==> src/rtl/fft64_strm_out_if.sv <==
// Output stream bundle of the FFT64 output stage: FWFT sample stream with framing flags.
// master drives the samples, slave provides OREADY.
interface fft64_strm_out_if #(
    parameter int nb = 16
);
    logic          OVALID;
    logic          OREADY;
    logic [nb-1:0] OR;
    logic [nb-1:0] OI;
    logic [5:0]    OIDX;
    logic          OSOF;
    logic          OEOF;

    modport master (output OVALID, OR, OI, OIDX, OSOF, OEOF, input OREADY);
    modport slave  (input OVALID, OR, OI, OIDX, OSOF, OEOF, output OREADY);
endinterface

==> src/rtl/fft64_strm_out.sv <==
// FFT64 output stage: tags upstream samples with a 64-point frame index and buffers them in a FWFT FIFO.
// Optional sticky overflow flag OVF is built when FFT64_OVF_DET_EN is defined.
module fft64_strm_out #(
    parameter int nb      = 16,
    parameter int FIFO_AW = 3
) (
    input  logic          CLK,
    input  logic          RST,
    input  logic          ED,
    input  logic          RDY,
    input  logic [nb-1:0] DR,
    input  logic [nb-1:0] DI,
    output logic          ED_REQ,
`ifdef FFT64_OVF_DET_EN
    output logic          OVF,
`endif
    fft64_strm_out_if.master o
);
    localparam int DEPTH = 2 ** FIFO_AW;
    localparam logic [FIFO_AW:0]   CNT_FULL  = (FIFO_AW + 1)'(DEPTH);
    localparam logic [FIFO_AW:0]   CNT_REQ   = (FIFO_AW + 1)'(DEPTH - 3);
    localparam logic [FIFO_AW:0]   CNT_ONE   = (FIFO_AW + 1)'(1);
    localparam logic [FIFO_AW-1:0] PTR_ONE   = FIFO_AW'(1);

    typedef enum logic {IDLE, RUN} state_t;

    typedef struct packed {
        logic [nb-1:0] re;
        logic [nb-1:0] im;
        logic [5:0]    idx;
        logic          sof;
        logic          eof;
    } entry_t;

    state_t             state;
    logic [5:0]         idx;
    logic [FIFO_AW-1:0] wr_ptr;
    logic [FIFO_AW-1:0] rd_ptr;
    logic [FIFO_AW:0]   count;
    logic [FIFO_AW:0]   count_next;
    entry_t             mem [DEPTH];
    entry_t             head;

    logic capture;
    logic empty;
    logic full;
    logic pop;
    logic push;

    // The RDY cycle only arms the indexer; it never stores a sample itself.
    assign capture = ED & ~RDY & (state == RUN);
    assign empty   = (count == '0);
    assign full    = (count == CNT_FULL);
    assign pop     = ~empty & o.OREADY;
    assign push    = capture & (~full | pop);

    // NOTE: every variable written in always_comb gets a default first, so no latch can be inferred.
    always_comb begin
        count_next = count;
        if (push && !pop)
            count_next = count + CNT_ONE;
        else if (pop && !push)
            count_next = count - CNT_ONE;
    end

    // NOTE: sequential state uses non-blocking assignments so all registers update from pre-edge values.
    always_ff @(posedge CLK) begin
        if (RST) begin
            state  <= IDLE;
            idx    <= '0;
            wr_ptr <= '0;
            rd_ptr <= '0;
            count  <= '0;
            ED_REQ <= 1'b1;
        end else begin
            if (RDY) begin
                state <= RUN;
                idx   <= '0;
            end else if (capture) begin
                idx <= idx + 6'd1;   // advances even when the sample is dropped
            end
            if (push)
                wr_ptr <= wr_ptr + PTR_ONE;
            if (pop)
                rd_ptr <= rd_ptr + PTR_ONE;
            count  <= count_next;
            ED_REQ <= (count_next <= CNT_REQ);
        end
    end

    // NOTE: the storage array is not reset; pointers and count define validity, stale words are never shown.
    always_ff @(posedge CLK) begin
        if (push)
            mem[wr_ptr] <= '{re: DR, im: DI, idx: idx, sof: (idx == 6'd0), eof: (idx == 6'd63)};
    end

`ifdef FFT64_OVF_DET_EN
    always_ff @(posedge CLK) begin
        if (RST)
            OVF <= 1'b0;
        else if (capture && !push)
            OVF <= 1'b1;
    end
`endif

    assign head     = mem[rd_ptr];
    assign o.OVALID = ~empty;
    assign o.OR     = empty ? '0 : head.re;
    assign o.OI     = empty ? '0 : head.im;
    assign o.OIDX   = empty ? '0 : head.idx;
    assign o.OSOF   = ~empty & head.sof;
    assign o.OEOF   = ~empty & head.eof;
endmodule

==> src/flat_wrapper.sv <==
// flat-port wrapper written by rule: the top's interface ports become plain ports
module fft64_strm_out_flat 
#(
    parameter int nb      = 16,
    parameter int FIFO_AW = 3
)
  (CLK, RST, ED, RDY, DR, DI, ED_REQ, o_OVALID, o_OR, o_OI, o_OIDX, o_OSOF, o_OEOF, o_OREADY);
  fft64_strm_out_if #(.nb(nb)) o_i ();
  input  logic CLK;
  input  logic RST;
  input  logic ED;
  input  logic RDY;
  input  logic [nb-1:0] DR;
  input  logic [nb-1:0] DI;
  output logic ED_REQ;
  output wire logic [$bits(o_i.OVALID)-1:0] o_OVALID;
  output wire logic [$bits(o_i.OR)-1:0] o_OR;
  output wire logic [$bits(o_i.OI)-1:0] o_OI;
  output wire logic [$bits(o_i.OIDX)-1:0] o_OIDX;
  output wire logic [$bits(o_i.OSOF)-1:0] o_OSOF;
  output wire logic [$bits(o_i.OEOF)-1:0] o_OEOF;
  input wire logic [$bits(o_i.OREADY)-1:0] o_OREADY;
  assign o_OVALID = o_i.OVALID;
  assign o_OR = o_i.OR;
  assign o_OI = o_i.OI;
  assign o_OIDX = o_i.OIDX;
  assign o_OSOF = o_i.OSOF;
  assign o_OEOF = o_i.OEOF;
  assign o_i.OREADY = o_OREADY;
  fft64_strm_out #(.nb(nb), .FIFO_AW(FIFO_AW)) u_core (.CLK(CLK), .RST(RST), .ED(ED), .RDY(RDY), .DR(DR), .DI(DI), .ED_REQ(ED_REQ), .o(o_i));
endmodule
==> config.mk <==
export PLATFORM = sky130hd
export DESIGN_NAME = fft64_strm_out_flat
export DESIGN_NICKNAME = d
export VERILOG_FILES = /design/src/rtl/fft64_strm_out_if.sv /design/src/rtl/fft64_strm_out.sv /design/src/flat_wrapper.sv
export SDC_FILE = /design/constraint.sdc
export NUM_CORES = 1
export LEC_CHECK = 0
export BUFFER_PORTS_ARGS = -buffer_cell sky130_fd_sc_hd__buf_4
export CAP_MARGIN = 20
export CORE_MARGIN = 2
export CORE_UTILIZATION = 65
export CTS_BUF_LIST = sky130_fd_sc_hd__clkbuf_8 sky130_fd_sc_hd__clkbuf_16
export DETAILED_ROUTE_END_ITERATION = 10
export PLACE_DENSITY_LB_ADDON = 0.1
export SLEW_MARGIN = 0
export SYNTH_ARGS = -nofsm -noshare
export SYNTH_HDL_FRONTEND = slang
export SYNTH_SLANG_ARGS = --single-unit
export TNS_END_PERCENT = 1
==> constraint.sdc <==
create_clock -name CLK -period 14.5 [get_ports CLK]
set_input_delay 2.9 -clock CLK [delete_from_list [all_inputs] [get_ports CLK]]
set_output_delay 2.9 -clock CLK [all_outputs]
set_load 0.03 [all_outputs]
== Word-level counts from Yosys, hierarchy flattened ==
Memory sizes are Yosys's and may differ from the RTL's. A register that Yosys moved wholly into a read port is not among the register bits.
Index checks and enable logic that the tools add are counted.

* ROM bits: 0
* Logic and storage cells: 41
* Input bits: 37
* Output and inout port bits: 42
* Register bits after elaboration: 18
* Memories: 1
* Memory bits (writable): 320
* Bits in latches: 0

* Equal/unequal tests: 2
* Mux-type cells: 9
* Reduce and logical (&&, ||, !) cells: 7
* Multiply operators: 0
* Bitwise gates (word level): 10
* Add/sub/neg operators: 5
* Div/mod/pow operators: 0
* Shift-type cells: 0
* Magnitude comparators: 1

{| class="wikitable"
|+ Memories
! memory !! words !! bits a word !! rd ports !! clocked after Yosys merged registers in !! wr ports !! line !! text
|-
| u_core.mem || 8 || 40 || 1 || 1 || 1 || fft64_strm_out.sv:41 || <nowiki>entry_t mem [DEPTH];</nowiki>
|}

{| class="wikitable"
|+ Operator list
! operator !! number
|-
| two-way mux 16 bit || 2
|-
| two-way mux 4 bit || 2
|-
| adder 3 x 1 -> 3 bit (second input constant) || 2
|-
| adder 6 x 1 -> 6 bit (second input constant) || 1
|-
| bitwise AND 1 bit || 6
|-
| equality test 6 bit (second input constant) || 1
|-
| zero test 6 bit || 1
|-
| two-way mux 3 bit || 2
|-
| two-way mux 6 bit || 1
|-
| adder 4 x 1 -> 4 bit (second input constant) || 1
|-
| equality test 4 bit (second input constant) || 1
|-
| less-or-equal comparator 4 x 3 -> 1 bit (second input constant) || 1
|-
| zero test 4 bit || 1
|-
| subtractor 4 x 1 -> 4 bit (second input constant) || 1
|-
| inverter 1 bit || 3
|-
| logical AND 1 bit || 2
|-
| zero test 1 bit || 2
|-
| two-way mux 1 bit || 2
|-
| OR reduction 2 bit || 1
|-
| bitwise OR 1 bit || 1
|}

== Longest topological paths before layout ==
* Word-level depth: 10
* Gate-level depth with buffers: 10
* Gate-level depth less buffers: 8

== Worst setup path after synthesis ==
Ideal clock, no wire load.

* Kind: input port to flip-flop
* Start point: input port o_OREADY
* End point: memory u_core.mem[0][0] (netlist bit) (enable)
* Arrival time: 7.248 ns
* Stages: 4
* Path buffers: 1
* Path slack: 6.715 ns
* Setup time: 0.537 ns
* Required time: 13.963 ns
* Cells stage by stage: clkbuf_1 nand4bb_1 nand2_1 nor4_1

* Longest elaborated chain between the ends: 5

{| class="wikitable"
|+ Ends and longest elaborated chain
! item !! line !! text
|-
| start: declaration || flat_wrapper.sv:22 || <nowiki>input wire logic [$bits(o_i.OREADY)-1:0] o_OREADY;</nowiki>
|-
| bitwise AND 1 bit || fft64_strm_out.sv:54 || <nowiki>assign pop = ~empty & o.OREADY;</nowiki>
|-
| bitwise OR 1 bit || fft64_strm_out.sv:55 || <nowiki>assign push = capture & (~full | pop);</nowiki>
|-
| bitwise AND 1 bit || fft64_strm_out.sv:55 ||
|-
| two-way mux 1 bit || fft64_strm_out.sv:93 || <nowiki>if (push)</nowiki>
|-
| two-way mux 1 bit (not written as such) || fft64_strm_out.sv:94 || <nowiki>mem[wr_ptr] <= '{re: DR, im: DI, idx: idx, sof: (idx == 6'd0), eof: (idx == 6'd63)};</nowiki>
|-
| end: declaration || fft64_strm_out.sv:41 ||
|}

No other way between the ends.

==> flow_summary.toml <==
[synthesis]
ys_seq_area_frac = 0.761
synth-edff-count = 320
synth_fp_nets = 686
avgSynthCellArea_um2 = 20.5
ys_async_sr_fraction = 0
dominantRegCellSynth = "edfxtp_1"
synth_cell_type_count = 41
synth_cells = 643
ys_ff_latch = 341
ys_warn_count = 0
synth_top_area_share = 0.729
syn_area_um2 = 13200
yosys.area.top_type = "edfxtp_1"
synth_area_leaders = "edfxtp_1, mux4_2, dfxtp_1"
yosysMostFrequentCell = "edfxtp_1"
ys_top_cells_by_count = "edfxtp_1, mux4_2, nor2_1"

[grt]
grt.overflow.total = 0
grt_usage = 0.242
antenna_found_initial = 0
grt_pass1_vias = 6824
grt_pass1_wl_um = 38700
grt_max_degree = 81

[clocking]
worst_skew_pair.late_latency_ns = 0.50
tritoncts = "built"
h-tree-depth = 2
cts_buffers = 35
cts_resized = 0
hold_buffers = 0
clockRootBuffer = "clkbuf_16"
clk_path_buf_depth = 3
cts.sinks = 341
clk_pin_slew_ns = 0.06
post-cts-setup-buffers = 0

[power_and_ir_drop]
power-per-cell-area_nw_per_um2 = 173
ir_drop_uv = 204
total_leakage_power_nw = 4.91

[routing]
postRouteAntennaNets = 0
dr.first_iter.drc_count = 580
first_pass_iters = 5
post_drt_wl_per_cell_um = 24.1
num_vias = 6424
post_drt_via_cell_ratio = 6.20
wirelength_um = 25000
post-route-drc-count = 0

[placement]
place_hpwl_um = 13100
placed_cell_area_um2 = 14100
routabilityCongestion = 0.740
io_buffers = 78

[timing]
rsz0062_at_grt = "no"
finalHoldViolCount = 0
fin_crit_ns = 5.98
relSlewSlack = 0.397
period_share = 0.413
finClkSkew_ns = 0.00863
tns_ns = 0
setup_viol = 0
max_freq_mhz = 167
slew_violations = 0
tightest_slew_ns = 0.904

[floorplan]
start_util = 0.658
core.rowCount = 52
die-area_um2 = 21400
die_x_um = 146
die_h_um = 146
core_um2 = 20000
io_pins = 79

[finish]
drive_gt1_frac = 0.311
num_antenna_cells = 0
area_growth_pct = 15.9
layout.nets = 785
final_area_um2 = 15300

[setup_path]
start_kind = "flop"
critical_path.max_fanout = 34
arrival_ns = 3.08
path_class = "flop to primary output"
required_ns = 11.60
end_kind = "primary output"

[job]
drv_cap = 0

[min_path]
hold_class = "flop to flop"

[status]
status = "completed"
==> area by class of cell <==
class,instances,area [um^2]
Clock buffer,37,926
Clock inverter,24,175
Tap cell,270,338
Inverter,7,26.3
Fill cell,1102,4760
Multi-Input combinational cell,262,3020
Sequential cell,341,10000
Timing Repair Buffer,95,753
==> cell usage in the layout (no fill, tap or decap), drive strengths merged, types with 3 or more instances in the layout <==
cell | netlist | final
nand4 | 4 | 4
nor2 | 60 | 60
inv | 7 | 18
xnor2 | 4 | 4
xor2 | 5 | 5
nand3 | 3 | 3
nand2 | 17 | 17
nor3 | 6 | 6
buf | 12 | 95
clkbuf | 21 | 37
mux2i | 41 | 41
bufinv | 0 | 3
mux4 | 80 | 80
edfxtp | 320 | 320
clkinv | 0 | 10
ha | 6 | 6
a21oi | 7 | 7
dfxtp | 21 | 21
o21ai | 7 | 7
==> kinds of logic after synthesis <==
group,Yosys count,synth area share
adders and majority gates,6,0.00569
muxes,121,0.168
xor gates and xnor gates,9,0.00598
AOI/OAI and AO/OA,21,0.00987
DFF,341,0.761
buffers and inverters,40,0.0144
and+or+nand+nor,105,0.0357
==> registers in the layout, indices dropped and copies added (netlist names), named ones only <==
name and count:
u_core.count 4, u_core.ED_REQ 1, u_core.idx 6, u_core.state 1
u_core.rd_ptr 3, u_core.wr_ptr 3, u_core.mem 320
==> where the power goes <==
part / internal, mW / switching (mW)
clock: 0.511 / 0.346
combinational: 0.287 / 0.372
sequential: 1.09 / 0.0326
total: 1.89 / 0.751
==> final timing paths <==
path / start / end / slack (ns) / depth (start not counted)
hold reg to reg: u_core.state$_SDFFE_PP0P_ / u_core.state$_SDFFE_PP0P_ / 0.51 / 2
setup reg to reg: u_core.count[1]$_SDFF_PP0_ / u_core.mem[4][20]$_DFFE_PP_ / 11.35 / 7
hold / removal: u_core.state$_SDFFE_PP0P_ / u_core.state$_SDFFE_PP0P_ / 0.51 / 2
setup / recovery: flop / o_OI[3] / 8.52 / 6
==> worst max-delay path, cell delays in order, from the launching register on <==
cell,delay (ns)
dfxtp_4,0.71
buf_4,0.47
buf_16,0.30
mux4_2,0.55
mux2i_1,0.18
nor2_1,0.06
buf_4,0.20
==> routing by layer <==
layer	vias up	share of wire	GRT usage
met1	3351	0.40	0.342
met5	-	0	0
met4	0	0.013	0.0495
met3	30	0.066	0.0431
met2	251	0.52	0.410
li1	2792	-	-
==> per-stage QoR <==
stage	power (mW)	worst slack, ns	hold WS [ns]	cells	utilization
after detailed placement	1.80	8.77	0.500	973	0.705
after global routing	2.74	8.26	0.550	1036	0.762
final	2.64	8.52	0.509	1036	0.762
after global placement	1.79	8.77	0.486	973	0.705
after floorplan	1.60	6.72	0.472	643	-
after CTS	2.65	8.23	0.509	1034	0.760
Power figures use the tool's default switching activity.
